`src/rtl/dig_alarm_clock_pkg.sv`:
```
// Shared types and helpers for the alarm clock core.
// The optional snooze feature is enabled by defining DIG_CLOCK_SNOOZE_EN.
package dig_alarm_clock_pkg;

   typedef enum logic [2:0] {
      RUN      = 3'd0,
      SET_HR   = 3'd1,
      SET_MIN  = 3'd2,
      SET_AHR  = 3'd3,
      SET_AMIN = 3'd4
   } mode_t;

   localparam int SEC_MAX = 59;
   localparam int MIN_MAX = 59;
   localparam int HR_MAX  = 23;

   // Binary 0..63 to two BCD digits {tens, ones}.
   function automatic logic [7:0] bin2bcd(input logic [5:0] v);
      logic [3:0] tens;
      logic [3:0] ones;
      tens = 4'(v / 6'd10);
      ones = 4'(v - 6'(tens) * 6'd10);
      return {tens, ones};
   endfunction

endpackage

```
`src/rtl/dig_alarm_clock_if.sv`:
```
// Button/display bundle between the pulsed buttons, the clock core and the display driver.
// The snoozing output exists only when DIG_CLOCK_SNOOZE_EN is defined.
interface dig_alarm_clock_if;
   import dig_alarm_clock_pkg::*;

   logic       btn_mode;
   logic       btn_inc;
   logic       mode24;
   logic [3:0] h1, h0, m1, m0, s1, s0;
   logic       pm;
   logic       armed;
   logic       ring;
   logic       blink;
   mode_t      mode;
`ifdef DIG_CLOCK_SNOOZE_EN
   logic       snoozing;
`endif

   modport master (
      output btn_mode, btn_inc, mode24,
`ifdef DIG_CLOCK_SNOOZE_EN
      input  snoozing,
`endif
      input  h1, h0, m1, m0, s1, s0, pm, armed, ring, blink, mode
   );

   modport slave (
      input  btn_mode, btn_inc, mode24,
`ifdef DIG_CLOCK_SNOOZE_EN
      output snoozing,
`endif
      output h1, h0, m1, m0, s1, s0, pm, armed, ring, blink, mode
   );

endinterface

```
`src/rtl/dig_alarm_clock_mod_counter.sv`:
```
// Wrapping modulo counter 0..MAX with synchronous clear and a carry-out
// pulse on the increment that wraps back to zero.
module mod_counter #(
   parameter int MAX     = 59,
   parameter int W       = 6,
   parameter int RST_VAL = 0
) (
   input  logic         clk,
   input  logic         rst_n,
   input  logic         clr_i,
   input  logic         inc_i,
   output logic [W-1:0] q_o,
   output logic         co_o
);

   logic [W-1:0] cnt_q, cnt_d;

   // Next count: clear wins over increment, wrap at MAX.
   always_comb begin
      cnt_d = cnt_q;
      co_o  = 1'b0;
      if (clr_i) begin
         cnt_d = '0;
      end else if (inc_i) begin
         if (cnt_q == W'(MAX)) begin
            cnt_d = '0;
            co_o  = 1'b1;
         end else begin
            cnt_d = cnt_q + W'(1);
         end
      end
   end

   // Count register.
   always_ff @(posedge clk or negedge rst_n) begin
      if (!rst_n) cnt_q <= W'(RST_VAL);
      else        cnt_q <= cnt_d;
   end

   assign q_o = cnt_q;

endmodule

```
`src/rtl/dig_alarm_clock.sv`:
```
// Time-of-day core: self-timed seconds, set-mode FSM, 12/24 h display and one alarm.
// Defining DIG_CLOCK_SNOOZE_EN turns a dismiss into a snooze and adds bus.snoozing.
//
// state    | meaning
// RUN      | time runs, btn_inc toggles armed
// SET_HR   | time frozen, btn_inc advances hour
// SET_MIN  | time frozen, btn_inc advances minute (no hour carry)
// SET_AHR  | time runs, btn_inc advances alarm hour
// SET_AMIN | time runs, btn_inc advances alarm minute
module dig_alarm_clock
   import dig_alarm_clock_pkg::*;
#(
   parameter int CLK_HZ      = 100_000_000,
   parameter int RING_SECS   = 60,
   parameter int SNOOZE_MIN  = 9,
   parameter int ALM_RST_HR  = 6,
   parameter int ALM_RST_MIN = 0
) (
   input logic               clk,
   input logic               rst_n,
   dig_alarm_clock_if.slave  bus
);

   localparam int             PW      = (CLK_HZ > 1) ? $clog2(CLK_HZ) : 1;
   localparam logic [PW-1:0]  PS_TC   = PW'(CLK_HZ - 1);
   localparam logic [PW-1:0]  PS_HALF = PW'(CLK_HZ / 2);
   localparam logic [7:0]     RING_TC = 8'(RING_SECS);

   if (CLK_HZ < 2 || RING_SECS < 1 || RING_SECS > 255 || SNOOZE_MIN < 1 ||
       ALM_RST_HR > HR_MAX || ALM_RST_MIN > MIN_MAX) begin : g_param_chk
      $error("dig_alarm_clock: parameter out of range");
   end

   mode_t         mode_q, mode_d;
   logic [PW-1:0] ps_q, ps_d;
   logic          armed_q, armed_d;
   logic          ring_q, ring_d;
   logic [7:0]    ring_cnt_q, ring_cnt_d;
   logic          tick_q;
   logic          sec_tick, enter_set, time_run, inc_ev, edit_ev, alarm_hit;
   logic [5:0]    sec, min, alm_min;
   logic [4:0]    hr, alm_hr;
   logic          sec_co, min_co, hr_co, ahr_co, amin_co;
   logic          co_unused;
   logic [4:0]    disp_hr, hr_shown;
   logic [5:0]    disp_min, disp_sec;
   logic [7:0]    hr_bcd, min_bcd, sec_bcd;

`ifdef DIG_CLOCK_SNOOZE_EN
   localparam int SNZ_SECS = SNOOZE_MIN * 60;
   localparam int SNZ_W    = $clog2(SNZ_SECS + 1);
   logic [SNZ_W-1:0] snz_cnt_q, snz_cnt_d;
   logic             snoozing_q, snoozing_d;
`endif

   assign sec_tick  = (ps_q == PS_TC);
   assign enter_set = bus.btn_mode && (mode_q == RUN);
   assign time_run  = (mode_q != SET_HR) && (mode_q != SET_MIN);
   assign inc_ev    = bus.btn_inc && !bus.btn_mode;
   assign edit_ev   = inc_ev && !ring_q;
   // Only a real second tick can match the alarm, never an edit.
   assign alarm_hit = armed_q && tick_q && (hr == alm_hr) && (min == alm_min) && (sec == '0);
   assign ps_d      = (enter_set || sec_tick) ? '0 : ps_q + PW'(1);
   assign co_unused = hr_co | ahr_co | amin_co;

   mod_counter #(.MAX(SEC_MAX), .W(6), .RST_VAL(0)) u_sec (
      .clk(clk), .rst_n(rst_n), .clr_i(enter_set), .inc_i(sec_tick && time_run),
      .q_o(sec), .co_o(sec_co));

   mod_counter #(.MAX(MIN_MAX), .W(6), .RST_VAL(0)) u_min (
      .clk(clk), .rst_n(rst_n), .clr_i(1'b0),
      .inc_i(sec_co || (edit_ev && mode_q == SET_MIN)),
      .q_o(min), .co_o(min_co));

   mod_counter #(.MAX(HR_MAX), .W(5), .RST_VAL(0)) u_hr (
      .clk(clk), .rst_n(rst_n), .clr_i(1'b0),
      .inc_i((min_co && time_run) || (edit_ev && mode_q == SET_HR)),
      .q_o(hr), .co_o(hr_co));

   mod_counter #(.MAX(HR_MAX), .W(5), .RST_VAL(ALM_RST_HR)) u_alm_hr (
      .clk(clk), .rst_n(rst_n), .clr_i(1'b0), .inc_i(edit_ev && mode_q == SET_AHR),
      .q_o(alm_hr), .co_o(ahr_co));

   mod_counter #(.MAX(MIN_MAX), .W(6), .RST_VAL(ALM_RST_MIN)) u_alm_min (
      .clk(clk), .rst_n(rst_n), .clr_i(1'b0), .inc_i(edit_ev && mode_q == SET_AMIN),
      .q_o(alm_min), .co_o(amin_co));

   // Mode sequencing: one step per btn_mode pulse.
   always_comb begin
      mode_d = mode_q;
      if (bus.btn_mode) begin
         case (mode_q)
            RUN:      mode_d = SET_HR;
            SET_HR:   mode_d = SET_MIN;
            SET_MIN:  mode_d = SET_AHR;
            SET_AHR:  mode_d = SET_AMIN;
            default:  mode_d = RUN;
         endcase
      end
   end

   // Arm, ring, self-clear and dismiss/snooze; trigger beats dismiss, disarm beats all.
   always_comb begin
      armed_d    = armed_q;
      ring_d     = ring_q;
      ring_cnt_d = ring_cnt_q;
`ifdef DIG_CLOCK_SNOOZE_EN
      snz_cnt_d  = snz_cnt_q;
      snoozing_d = snoozing_q;
`endif
      if (ring_q && sec_tick) begin
         if (ring_cnt_q == 8'd1) ring_d = 1'b0;
         else                    ring_cnt_d = ring_cnt_q - 8'd1;
      end
`ifdef DIG_CLOCK_SNOOZE_EN
      if (snoozing_q && sec_tick) begin
         if (snz_cnt_q == SNZ_W'(1)) begin
            snoozing_d = 1'b0;
            ring_d     = 1'b1;
            ring_cnt_d = RING_TC;
         end else begin
            snz_cnt_d = snz_cnt_q - SNZ_W'(1);
         end
      end
`endif
      if (inc_ev && ring_q) begin
         ring_d = 1'b0;
`ifdef DIG_CLOCK_SNOOZE_EN
         snoozing_d = 1'b1;
         snz_cnt_d  = SNZ_W'(SNZ_SECS);
`endif
      end else if (inc_ev && mode_q == RUN) begin
         armed_d = !armed_q;
      end
      if (alarm_hit) begin
         ring_d     = 1'b1;
         ring_cnt_d = RING_TC;
`ifdef DIG_CLOCK_SNOOZE_EN
         snoozing_d = 1'b0;
`endif
      end
      if (!armed_d) begin
         ring_d = 1'b0;
`ifdef DIG_CLOCK_SNOOZE_EN
         snoozing_d = 1'b0;
`endif
      end
   end

   // State registers.
   always_ff @(posedge clk or negedge rst_n) begin
      if (!rst_n) begin
         mode_q     <= RUN;
         ps_q       <= '0;
         armed_q    <= 1'b0;
         ring_q     <= 1'b0;
         ring_cnt_q <= '0;
         tick_q     <= 1'b0;
`ifdef DIG_CLOCK_SNOOZE_EN
         snz_cnt_q  <= '0;
         snoozing_q <= 1'b0;
`endif
      end else begin
         mode_q     <= mode_d;
         ps_q       <= ps_d;
         armed_q    <= armed_d;
         ring_q     <= ring_d;
         ring_cnt_q <= ring_cnt_d;
         tick_q     <= sec_tick && time_run && !enter_set;
`ifdef DIG_CLOCK_SNOOZE_EN
         snz_cnt_q  <= snz_cnt_d;
         snoozing_q <= snoozing_d;
`endif
      end
   end

   // Display source (time or alarm) and 12 h mapping.
   always_comb begin
      disp_hr  = hr;
      disp_min = min;
      disp_sec = sec;
      if (mode_q == SET_AHR || mode_q == SET_AMIN) begin
         disp_hr  = alm_hr;
         disp_min = alm_min;
         disp_sec = '0;
      end
      hr_shown = disp_hr;
      if (!bus.mode24) begin
         if (disp_hr == 5'd0)       hr_shown = 5'd12;
         else if (disp_hr > 5'd12)  hr_shown = disp_hr - 5'd12;
      end
   end

   assign hr_bcd  = bin2bcd({1'b0, hr_shown});
   assign min_bcd = bin2bcd(disp_min);
   assign sec_bcd = bin2bcd(disp_sec);

   assign bus.h1    = hr_bcd[7:4];
   assign bus.h0    = hr_bcd[3:0];
   assign bus.m1    = min_bcd[7:4];
   assign bus.m0    = min_bcd[3:0];
   assign bus.s1    = sec_bcd[7:4];
   assign bus.s0    = sec_bcd[3:0];
   assign bus.pm    = (disp_hr >= 5'd12);
   assign bus.armed = armed_q;
   assign bus.ring  = ring_q;
   assign bus.blink = (mode_q != RUN) && (ps_q < PS_HALF);
   assign bus.mode  = mode_q;
`ifdef DIG_CLOCK_SNOOZE_EN
   assign bus.snoozing = snoozing_q;
`endif

endmodule
```
`src/flat_wrapper.sv`:
```
// flat-port wrapper written by rule: the top's interface ports become plain ports
module dig_alarm_clock_flat import dig_alarm_clock_pkg::*;
#(
   parameter int CLK_HZ      = 100_000_000,
   parameter int RING_SECS   = 60,
   parameter int SNOOZE_MIN  = 9,
   parameter int ALM_RST_HR  = 6,
   parameter int ALM_RST_MIN = 0
)
  (clk, rst_n, bus_btn_mode, bus_btn_inc, bus_mode24, bus_h1, bus_h0, bus_m1, bus_m0, bus_s1, bus_s0, bus_pm, bus_armed, bus_ring, bus_blink, bus_mode);
  dig_alarm_clock_if bus_i ();
  input logic clk;
  input logic rst_n;
  input wire logic [$bits(bus_i.btn_mode)-1:0] bus_btn_mode;
  input wire logic [$bits(bus_i.btn_inc)-1:0] bus_btn_inc;
  input wire logic [$bits(bus_i.mode24)-1:0] bus_mode24;
  output wire logic [$bits(bus_i.h1)-1:0] bus_h1;
  output wire logic [$bits(bus_i.h0)-1:0] bus_h0;
  output wire logic [$bits(bus_i.m1)-1:0] bus_m1;
  output wire logic [$bits(bus_i.m0)-1:0] bus_m0;
  output wire logic [$bits(bus_i.s1)-1:0] bus_s1;
  output wire logic [$bits(bus_i.s0)-1:0] bus_s0;
  output wire logic [$bits(bus_i.pm)-1:0] bus_pm;
  output wire logic [$bits(bus_i.armed)-1:0] bus_armed;
  output wire logic [$bits(bus_i.ring)-1:0] bus_ring;
  output wire logic [$bits(bus_i.blink)-1:0] bus_blink;
  output wire logic [$bits(bus_i.mode)-1:0] bus_mode;
  assign bus_i.btn_mode = bus_btn_mode;
  assign bus_i.btn_inc = bus_btn_inc;
  assign bus_i.mode24 = bus_mode24;
  assign bus_h1 = bus_i.h1;
  assign bus_h0 = bus_i.h0;
  assign bus_m1 = bus_i.m1;
  assign bus_m0 = bus_i.m0;
  assign bus_s1 = bus_i.s1;
  assign bus_s0 = bus_i.s0;
  assign bus_pm = bus_i.pm;
  assign bus_armed = bus_i.armed;
  assign bus_ring = bus_i.ring;
  assign bus_blink = bus_i.blink;
  assign bus_mode = bus_i.mode;
  dig_alarm_clock #(.CLK_HZ(CLK_HZ), .RING_SECS(RING_SECS), .SNOOZE_MIN(SNOOZE_MIN), .ALM_RST_HR(ALM_RST_HR), .ALM_RST_MIN(ALM_RST_MIN)) u_core (.clk(clk), .rst_n(rst_n), .bus(bus_i));
endmodule
```
`config.mk`:
```
export PLATFORM = sky130hd
export DESIGN_NAME = dig_alarm_clock_flat
export DESIGN_NICKNAME = d
export VERILOG_FILES = /design/src/rtl/dig_alarm_clock_pkg.sv /design/src/rtl/dig_alarm_clock_if.sv /design/src/rtl/dig_alarm_clock_mod_counter.sv /design/src/rtl/dig_alarm_clock.sv /design/src/flat_wrapper.sv
export SDC_FILE = /design/constraint.sdc
export NUM_CORES = 1
export LEC_CHECK = 0
export BUFFER_PORTS_ARGS = -buffer_cell sky130_fd_sc_hd__buf_2
export CAP_MARGIN = 10
export CORE_UTILIZATION = 61
export CTS_CLUSTER_DIAMETER = 50
export DETAILED_ROUTE_END_ITERATION = 8
export PLACE_DENSITY = 0.81
export SLEW_MARGIN = 20
export SYNTH_ARGS = -nofsm -noshare
export SYNTH_HDL_FRONTEND = slang
export SYNTH_HIERARCHICAL = 1
export SYNTH_SLANG_ARGS = --single-unit
```
`constraint.sdc`:
```
create_clock -name clk -period 4.1 [get_ports clk]
set_input_delay 0 -clock clk [delete_from_list [all_inputs] [get_ports clk]]
set_output_delay 0 -clock clk [all_outputs]
set_load 0.03 [all_outputs]
```
## After elaboration in Yosys (flattened, before gate mapping)

Index checks and enable logic that the tools add are counted.

- Equal/unequal tests: 18
- $mul: 3
- $lt $le $gt $ge: 3
- Add/subtract/negate cells: 11
- Mux-type cells: 30
- Divide/modulo/power cells: 3
- Reductions and logical operators: 35

Operators with widths:

| operator | count |
|---|---|
| $mux 6 | 7 |
| $mux 5 | 6 |
| $add 27x1->27 const B | 1 |
| $eq 27x27->1 const B | 1 |
| $lt 27x26->1 const B | 1 |
| $mux 27 | 1 |
| $mux 8 | 3 |
| $logic_and 1x1->1 | 19 |
| $add 6x1->6 const B | 3 |
| $eq 6x6->1 const B | 3 |
| $div 6x4->6 const B | 2 |
| $mul 4x3->3 const B | 3 |
| $mux 1 | 12 |
| $pmux 3 s4 | 1 |
| $sub 4x4->4 | 3 |
| $add 5x1->5 const B | 2 |
| $eq 5x5->1 const B | 2 |
| $eq 8x1->1 const B | 1 |
| $ne 4x4->1 const B | 2 |
| $sub 8x1->8 const B | 1 |
| $div 5x4->6 const B | 1 |
| $eq 3x2->1 const B | 2 |
| $eq 6x6->1 | 1 |
| $logic_not 6->1 | 1 |
| 16 further kinds | 24 |

- Bits in registers: 69
- Input port bits: 5
- Logic and storage cells: 114

## Longest topological paths before layout

Gate-level depths: netlist (run 1).

- Depth after elaboration: 10
- Gate-level depth with buffers: 20
- Gate-level depth less buffers: 18

## Cells and area by module

Netlist (run 1), hierarchy kept.

Modules (own cells, without submodules):

| module | cells each | times used | area an instance (um^2) |
|---|---|---|---|
| dig_alarm_clock | 414 | 1 | 3,334.4 |
| mod_counter at u_core.u_alm_min ... | 34 | 3 | 322.8 |
| mod_counter at u_core.u_alm_hr | 24 | 1 | 266.5 |
| mod_counter at u_core.u_hr | 24 | 1 | 264.0 |

## Worst setup path after synthesis (run 1)

Ideal clock, no wire load.

- Path type: flip-flop to output port
- Start point: reg u_core.mode_q[2] (netlist: u_core/bus.mode[2])
- End point: out bus_s0[3]
- Buffers on the path: 2
- Arrival time: 5,062 ps
- Stages on the path, launching flop included: 21
- Slack: -962 ps
- Cell sequence: dfrtp_1 -> buf_2 -> or3b_1 -> a21boi_1 -> buf_2 -> nand2_1 -> ha_1 -> a21oi_1 -> o31ai_1 -> o21ai_0 -> and2_1 -> inv_1 -> ha_1 -> a221oi_1 -> a221oi_1 -> a21oi_1 -> ha_1 -> inv_1 -> fa_1 -> xnor2_1 -> xnor2_1

- Longest elaborated chain between the ends: 6
- Elaborated cells on any way between the ends: 7

Ends and longest elaborated chain:

| what | line | source |
|---|---|---|
| start: declaration | dig_alarm_clock.sv:34 | `mode_t mode_q, mode_d;` |
| start signal: assignment | dig_alarm_clock.sv:164 | `mode_q <= mode_d;` |
| $eq 3x2->1 / $eq 3x3->1 (equally long branches) | dig_alarm_clock.sv:182 | `if (mode_q == SET_AHR \|\| mode_q == SET_AMIN) begin` |
| $logic_or 1x1->1 * | dig_alarm_clock.sv:182 |  |
| $mux 6 * | dig_alarm_clock.sv:182 |  |
| $div 6x4->6 * | dig_alarm_clock_pkg.sv:21 | `tens = 4'(v / 6'd10);` |
| via bus_s1[1] | flat_wrapper.sv:21 | `output wire logic [$bits(bus_i.s1)-1:0] bus_s1;` |
| $mul 4x3->3 * | dig_alarm_clock_pkg.sv:22 | `ones = 4'(v - 6'(tens) * 6'd10);` |
| $sub 4x4->4 * | dig_alarm_clock_pkg.sv:22 |  |
| end: declaration | flat_wrapper.sv:22 | `output wire logic [$bits(bus_i.s0)-1:0] bus_s0;` |

Mark *: on every way through the listed nets, which the timed path passes. The rest lies on a longest branch.

## Worst setup path after layout (run 1)

- Start point: reg u_core.mode_q[2] (netlist: u_core/bus.mode[2])
- End point: out bus_s0[3]

- Longest elaborated chain between the ends: 6
- Elaborated cells on any way between the ends: 7

Ends and longest elaborated chain:

| what | line |
|---|---|
| $eq 3x2->1 / $eq 3x3->1 (equally long branches) | dig_alarm_clock.sv:182 |
| $logic_or 1x1->1 * | dig_alarm_clock.sv:182 |
| $mux 6 * | dig_alarm_clock.sv:182 |
| $div 6x4->6 | dig_alarm_clock_pkg.sv:21 |
| $mul 4x3->3 | dig_alarm_clock_pkg.sv:22 |
| $sub 4x4->4 * | dig_alarm_clock_pkg.sv:22 |

Mark *: on every way between the ends. The rest lies on a longest branch, timed or not.

==> impl_metrics.py, run 1 <==
metrics = {
    "timing": {
        "min_period_over_period_pct": 98.5,
        "rsz0062_at_grt": "true",
        "timing_worst_slew_pin_value_ns": 0.843,
        "timing.final.ws_setup_ns": 0.0611,
        "number_of_slew_limit_violations_in_the_final_report": 0,
        "layout_min_cycle_time_ns": 4.04,
        "slew_headroom_pct": 43.8,
        "finalHoldViolCount": 0,
        "max_freq_mhz": 248,
        "finalSetupViolations": 0,
        "finalClockSkew_ns": 0.00972,
    },
    "cts": {
        "clkLatencyLatePin_ns": 0.34,
        "tritoncts_clock_tree": "built",
        "cts_max_level": 3,
        "cts_root_buf": "clkbuf_8",
        "path_clk_slew_ns": 0.07,
        "tritoncts.num_buffers": 9,
        "clock-sinks": 69,
        "cts-root-to-sink-buffers": 2,
    },
    "power_and_ir_drop": {
        "power_per_cell_area_mw_per_mm2": 494,
        "p_leak_nw": 2.58,
        "worst_ir_drop_vdd_mv": 0.363,
        "finalPower_w": 0.00278,
    },
    "hold_path": {
        "holdPathStages": 4,
        "timing.hold.worst.class": "primary input to flop",
        "hold_path_startpoint": "bus_btn_inc",
        "destination_of_the_worst_hold_path": "u_core/bus.ring$_DFFE_PN0P_",
    },
    "cells_and_area": {
        "final-instance-count-excl-fill": 730,
        "post-route-util_pct": 75.6,
        "final_common_cell": "dfrtp_1",
        "area_growth_pct": 17.1,
        "drive_above_1_share_pct": 17.1,
        "layout.nets": 651,
        "antenna_cells": 0,
        "post-route-cell-area_sq_mm": 0.00563,
        "n_fill_cell": 551,
        "most-common-layout-cells": "dfrtp_1 (64), nor2_1 (58), nand2_1 (55)",
    },
    "floorplanning": {
        "die-area_sq_mm": 0.00824,
        "design.portCount": 36,
        "die_h_microns": 90.8,
        "core.rowCount": 31,
        "die-width_microns": 90.8,
        "effective_utilization_at_floorplan_pct": 64.5,
        "core_sq_mm": 0.00745,
    },
    "global_routing": {
        "grt.met2_usage_pct": 45.3,
        "globalRouteMet3Util_pct": 5.47,
        "groute.usage.overall_pct": 27.1,
        "grt_most_used_layer": "met2",
        "globalRouteMet1Util_pct": 34.6,
        "grt_pass1_vias": 3996,
        "initial_antenna_violation_count": 0,
        "overflow": 0,
        "grt_start_max_net_pins": 37,
        "grt_pass1_wl_microns": 18100,
    },
    "yosys": {
        "syn-mean-instance-area_sq_um": 8.60,
        "post_synth_instance_area_sq_mm": 0.00480,
        "postSynthCellCount": 559,
        "synth_warnings": 6,
    },
    "route": {
        "vias": 4183,
        "drcViolationCount": 0,
        "first_pass_iters": 5,
        "routedWlPerCell_microns": 14.8,
        "route.detailed.vias_per_inst": 5.73,
        "finalWirelength_microns": 10800,
        "initialDrtViolationCount": 333,
        "drtAntennaViolNets": 0,
    },
    "place": {
        "finalWeightedCongestion": 0.865,
        "place.detailed.instances": 704,
        "dpl_worst_slack_ns": 0.195,
        "dp_hpwl_microns": 7380,
        "io_buffer_count": 31,
        "placement_stage_cell_area_sq_mm": 0.00525,
    },
    "critical_path": {
        "r2r_setup_slk_ns": 0.37,
        "number_of_cell_instances_on_the_worst_register_to_register_path": 15,
        "rr_endpoint": "u_core/u_hr/q_o[3]$_DFFE_PN0P_",
        "timing.critical_path.required_ns": 4.10,
        "startpoint_type": "flop",
        "arrival_ns": 4.04,
        "critical_path_start_end_classification": "flop to output pin",
        "critical_path.max_fanout": 6,
        "worst_setup_path_end_kind": "output pin",
        "setup_crit_start": "u_core/bus.mode[2]$_DFFE_PN0P_",
        "critical_path.reg2reg.startpoint": "u_core/ps_q[15]$_DFF_PN0_",
    },
    "outcome": {
        "run_status": "finished, final reports clean",
    },
    "job": {
        "max_cap_viol_count": 0,
    },
}
-- power breakdown --
group,switching [W],internal (W)
Clock,0.000248,0.000355
Combinational,0.000884,0.000506
Sequential,0.0000566,0.000728
-- how the worst max path moves through the flow --
stage                      to  slack, ns
floorplan           bus_s0[3]      -0.03
global placement    bus_s0[3]       0.38
detailed placement  bus_s0[3]       0.20
CTS                 bus_m0[3]      0.008
global route        bus_s0[3]      -0.12
finish              bus_s0[3]       0.06
-- registers in the layout, summed over array words and instances, names as in the netlist --
| name | cells |
|---|---|
| u_core/u_sec/q_o | 6 |
| u_core/u_hr/q_o | 5 |
| u_core/ring_cnt_q | 8 |
| u_core/tick_q | 1 |
| u_core/u_min/q_o | 6 |
| u_core/ps_q | 27 |
| u_core/bus.ring | 1 |
| u_core/bus.armed | 1 |
| u_core/u_alm_min/q_o | 6 |
| u_core/bus.mode | 3 |
| u_core/u_alm_hr/q_o | 5 |
-- stage by stage --
step	hold slack, ns	setup TNS [ns]
6_report	0.101	0
5_1_grt	0.123	-0.224
4_1_cts	0.0884	0
3_5_place_dp	0.109	0
3_3_place_gp	0.0970	0
2_1_floorplan	-0.296	-0.0264
-- critical path, cell delays in order (launching register included) --
cell and delay (ns):
dfrtp_2 0.45, or3b_4 0.27, a21boi_4 0.26, nand2_4 0.08, ha_4 0.30, nor2b_1 0.04, o31ai_1 0.25, o21ai_1 0.10
and2_4 0.16, inv_4 0.05, ha_4 0.19, a221oi_4 0.30, a221oi_2 0.08, a21oi_4 0.17, ha_4 0.14, inv_2 0.04
fa_2 0.35, xnor2_2 0.19, xnor2_2 0.14, buf_6 0.15
-- timing repair --
item                                    in CTS  in global routing
gates resized for setup                      5                 14
buffers inserted                             6                  3
endpoints found under the setup margin       4                  7
hold endpoints to repair                    35                  0
cloned                                       0                  0
hold buffers                                 2                  0
pin swaps                                    6                 10
-- routing by layer --
metal,up-vias,share of wire (%)
met1,1983,44
met3,27,5.1
met4,0,2.2
met5,-,0
li1,2058,-
met2,115,48
-- cell type report --
| cell class | count | area, sq um | area share [%] |
|---|---|---|---|
| clock buffer | 11 | 141 | 2.51 |
| clock inverter | 4 | 72.6 | 1.29 |
| inverter | 31 | 119 | 2.11 |
| multi-input combinational | 466 | 3120 | 55.5 |
| sequential | 69 | 1730 | 30.8 |
| tap | 99 | 124 | 2.20 |
| timing repair buffer | 50 | 315 | 5.60 |
No activity file was read; power rests on OpenSTA's default activity.
==> run 2, diff against run 1 <==
- ABC_CLOCK_PERIOD_IN_PS: not set -> 4100
- CORE_UTILIZATION: 61 -> 63
- CTS_BUF_LIST: not set -> sky130_fd_sc_hd__clkbuf_8
- PLACE_DENSITY: 0.81 -> 0.83
==> run 2 against run 1 <==
  * The run now ends with setup timing left
  * Total power up 6.7%
  * Clock power up 23%
  * Design area up 0.98%
  * Critical endpoint unchanged
  * Final cell count up 0.27%
  * Combinational power up 4%
==> impl_metrics.py, run 2 (synthesis gave the netlist of run 1 again) <==
metrics = {
    "timing": {
        "number_of_slew_limit_violations_in_the_final_report": 0,
        "rsz0062_at_grt": "true",
        "max_freq_mhz": 243,
        "layout_min_cycle_time_ns": 4.12,
        "finalClockSkew_ns": 0.00988,
        "timing.final.ws_setup_ns": -0.0199,
        "slew_headroom_pct": 42.0,
        "finalSetupViolations": 1,
        "min_period_over_period_pct": 100,
        "finalHoldViolCount": 0,
        "timing_worst_slew_pin_value_ns": 0.871,
    },
    "cells_and_area": {
        "antenna_cells": 0,
        "final_common_cell": "dfrtp_1",
        "n_fill_cell": 481,
        "layout.nets": 652,
        "largest-register": "u_core/ps_q",
        "largest_registers": "u_core/ps_q (27), u_core/ring_cnt_q (8)",
        "most-common-layout-cells": "dfrtp_1 (65), nor2_1 (58), nand2_1 (55)",
        "post-route-cell-area_sq_mm": 0.00568,
        "largest_register_ff_count": 27,
        "post-route-util_pct": 77.5,
        "drive_above_1_share_pct": 17.4,
        "final-instance-count-excl-fill": 732,
        "area_growth_pct": 18.3,
    },
    "floorplanning": {
        "die-area_sq_mm": 0.00798,
        "die_h_microns": 89.3,
        "die-width_microns": 89.3,
        "core_sq_mm": 0.00733,
        "design.portCount": 36,
        "effective_utilization_at_floorplan_pct": 65.5,
        "core.rowCount": 31,
    },
    "critical_path": {
        "timing.critical_path.required_ns": 4.10,
        "r2r_setup_slk_ns": 0.41,
        "worst_setup_path_end_kind": "output pin",
        "cp.buffers_inverters": 3,
        "critical_path.reg2reg.startpoint": "u_core/ps_q[15]$_DFF_PN0_",
        "crit_family": "compound AO/OA/AOI/OAI gates",
        "cp_cell_sequence": "or3b_4 -> a21boi_4 -> nand2_4 -> ha_4 -> a21oi_2 -> o31ai_1 -> o21ai_1 -> and2_4 -> inv_4 -> ha_4 -> a221oi_2 -> a221oi_2 -> a21oi_4 -> ha_2 -> inv_2 -> fa_2 -> xnor2_2 -> xnor2_2 -> buf_6",
        "arrival_ns": 4.12,
        "number_of_cell_instances_on_the_worst_register_to_register_path": 15,
        "critical_path.max_fanout": 6,
        "critical_path_start_end_classification": "flop to output pin",
        "startpoint_type": "flop",
        "cpPeakStageDelay_ns": 0.44,
        "worst_path_max_delay_cell": "dfrtp_2",
        "rr_endpoint": "u_core/u_hr/q_o[3]$_DFFE_PN0P_",
    },
    "place": {
        "placement_stage_cell_area_sq_mm": 0.00526,
        "io_buffer_count": 31,
        "place.detailed.instances": 705,
        "dp_hpwl_microns": 7770,
        "finalWeightedCongestion": 0.838,
    },
    "hold_path": {
        "destination_of_the_worst_hold_path": "u_core/bus.ring$_DFFE_PN0P_",
        "timing.hold.worst.class": "primary input to flop",
        "hold_path_startpoint": "bus_btn_inc",
        "holdPathStages": 4,
    },
    "cts": {
        "clock-sinks": 69,
        "path_clk_slew_ns": 0.08,
        "tritoncts_clock_tree": "built",
        "cts_max_level": 3,
        "cts_root_buf": "clkbuf_8",
        "tritoncts.num_buffers": 9,
        "clkLatencyLatePin_ns": 0.36,
        "cts-root-to-sink-buffers": 2,
    },
    "global_routing": {
        "overflow": 0,
        "groute.usage.overall_pct": 29.5,
        "initial_antenna_violation_count": 0,
        "grt.met2_usage_pct": 52.2,
        "grt_start_max_net_pins": 41,
        "globalRouteMet3Util_pct": 6.93,
        "grt_pass1_vias": 3925,
        "grt_most_used_layer": "met2",
        "globalRouteMet1Util_pct": 35.6,
        "grt_pass1_wl_microns": 17900,
    },
    "route": {
        "vias": 4312,
        "route.detailed.vias_per_inst": 5.89,
        "finalWirelength_microns": 11400,
        "routedWlPerCell_microns": 15.6,
        "initialDrtViolationCount": 266,
        "drtAntennaViolNets": 0,
        "drcViolationCount": 0,
        "first_pass_iters": 5,
    },
    "outcome": {
        "violations": "setup timing",
        "run_status": "complete, but fails checks",
    },
    "power_and_ir_drop": {
        "worst_ir_drop_vdd_mv": 0.337,
        "p_leak_nw": 2.62,
        "power_per_cell_area_mw_per_mm2": 521,
    },
    "job": {
        "max_cap_viol_count": 0,
    },
}
==> run 2: cell types whose count changed in the layout (fill, tap and decap cells not counted), sizes merged <==
cell	change
inv	+2
buf	+1
bufinv	+2
clkinvlp	-1
clkbuf	-2
==> run 2: area by class of cell <==
cell class	instances	area, sq um	area share, %
repair buffers	51	322	5.66
inverters	31	119	2.09
clock buffers	9	124	2.18
flip-flops and latches	69	1730	30.5
multi-input cells	466	3120	55.0
clock inverters	7	138	2.42
well taps	99	124	2.18
==> run 2: through the flow <==
step                hold slack [ns]  setup TNS [ns]  worst slack [ns]  power [W]
finish                        0.113         -0.0199           -0.0199    0.00296
global route                  0.135          -0.244            -0.209    0.00314
CTS                          0.0899         -0.0611           -0.0611    0.00286
detailed placement           0.0869               0             0.188    0.00207
global placement             0.0833               0             0.345    0.00203
floorplan                    -0.296         -0.0264           -0.0264    0.00181
==> run 2: power by group <==
| group | internal [W] | switching (W) |
|---|---|---|
| Combinational | 0.000537 | 0.000902 |
| Sequential | 0.000726 | 0.0000571 |
| Clock | 0.000465 | 0.000275 |
| Total | 0.00173 | 0.00123 |
==> run 2: worst register-to-register path, stage by stage, from the launching register on <==
cell     delay, ns
dfrtp_1       0.41
nand2_1       0.10
or4_1         0.47
or4_4         0.58
nor2_1        0.18
nand2_1       0.12
nor4_1        0.18
a21o_1        0.26
nand2_1       0.16
nor4_1        0.31
nand2_1       0.10
o21ai_0       0.09
nand2_1       0.07
nand2_1       0.23
nand4_1       0.16
mux2i_1       0.15
==> run 2: worst max-delay path by stage <==
stage / from / end / cells after the start
detailed placement: u_core/bus.mode[2]$_DFFE_PN0P_ / bus_s0[3] / 19
finish: u_core/bus.mode[2]$_DFFE_PN0P_ / bus_s0[3] / 19
global placement: u_core/bus.mode[2]$_DFFE_PN0P_ / bus_s0[3] / 19
floorplan: u_core/bus.mode[2]$_DFFE_PN0P_ / bus_s0[3] / 20
CTS: u_core/bus.mode[2]$_DFFE_PN0P_ / bus_s0[3] / 19
global route: u_core/bus.mode[2]$_DFFE_PN0P_ / bus_s0[3] / 19
==> run 2: repair_timing <==
action                                 in CTS  in global routing
endpoints found under the hold margin      31                  0
gates resized for setup                     1                 20
pin swaps                                   1                 14
hold buffers                                2                  0
buffers inserted                            7                  2
setup endpoints to repair                   3                  5
==> run 2: metal layers <==
metal	up-vias	routed length [microns]	part of all wire, %
met4	0	199	1.7
li1	2057	-	-
met2	137	5750	50
met3	22	573	5.0
met5	-	0	0
met1	2096	4870	43
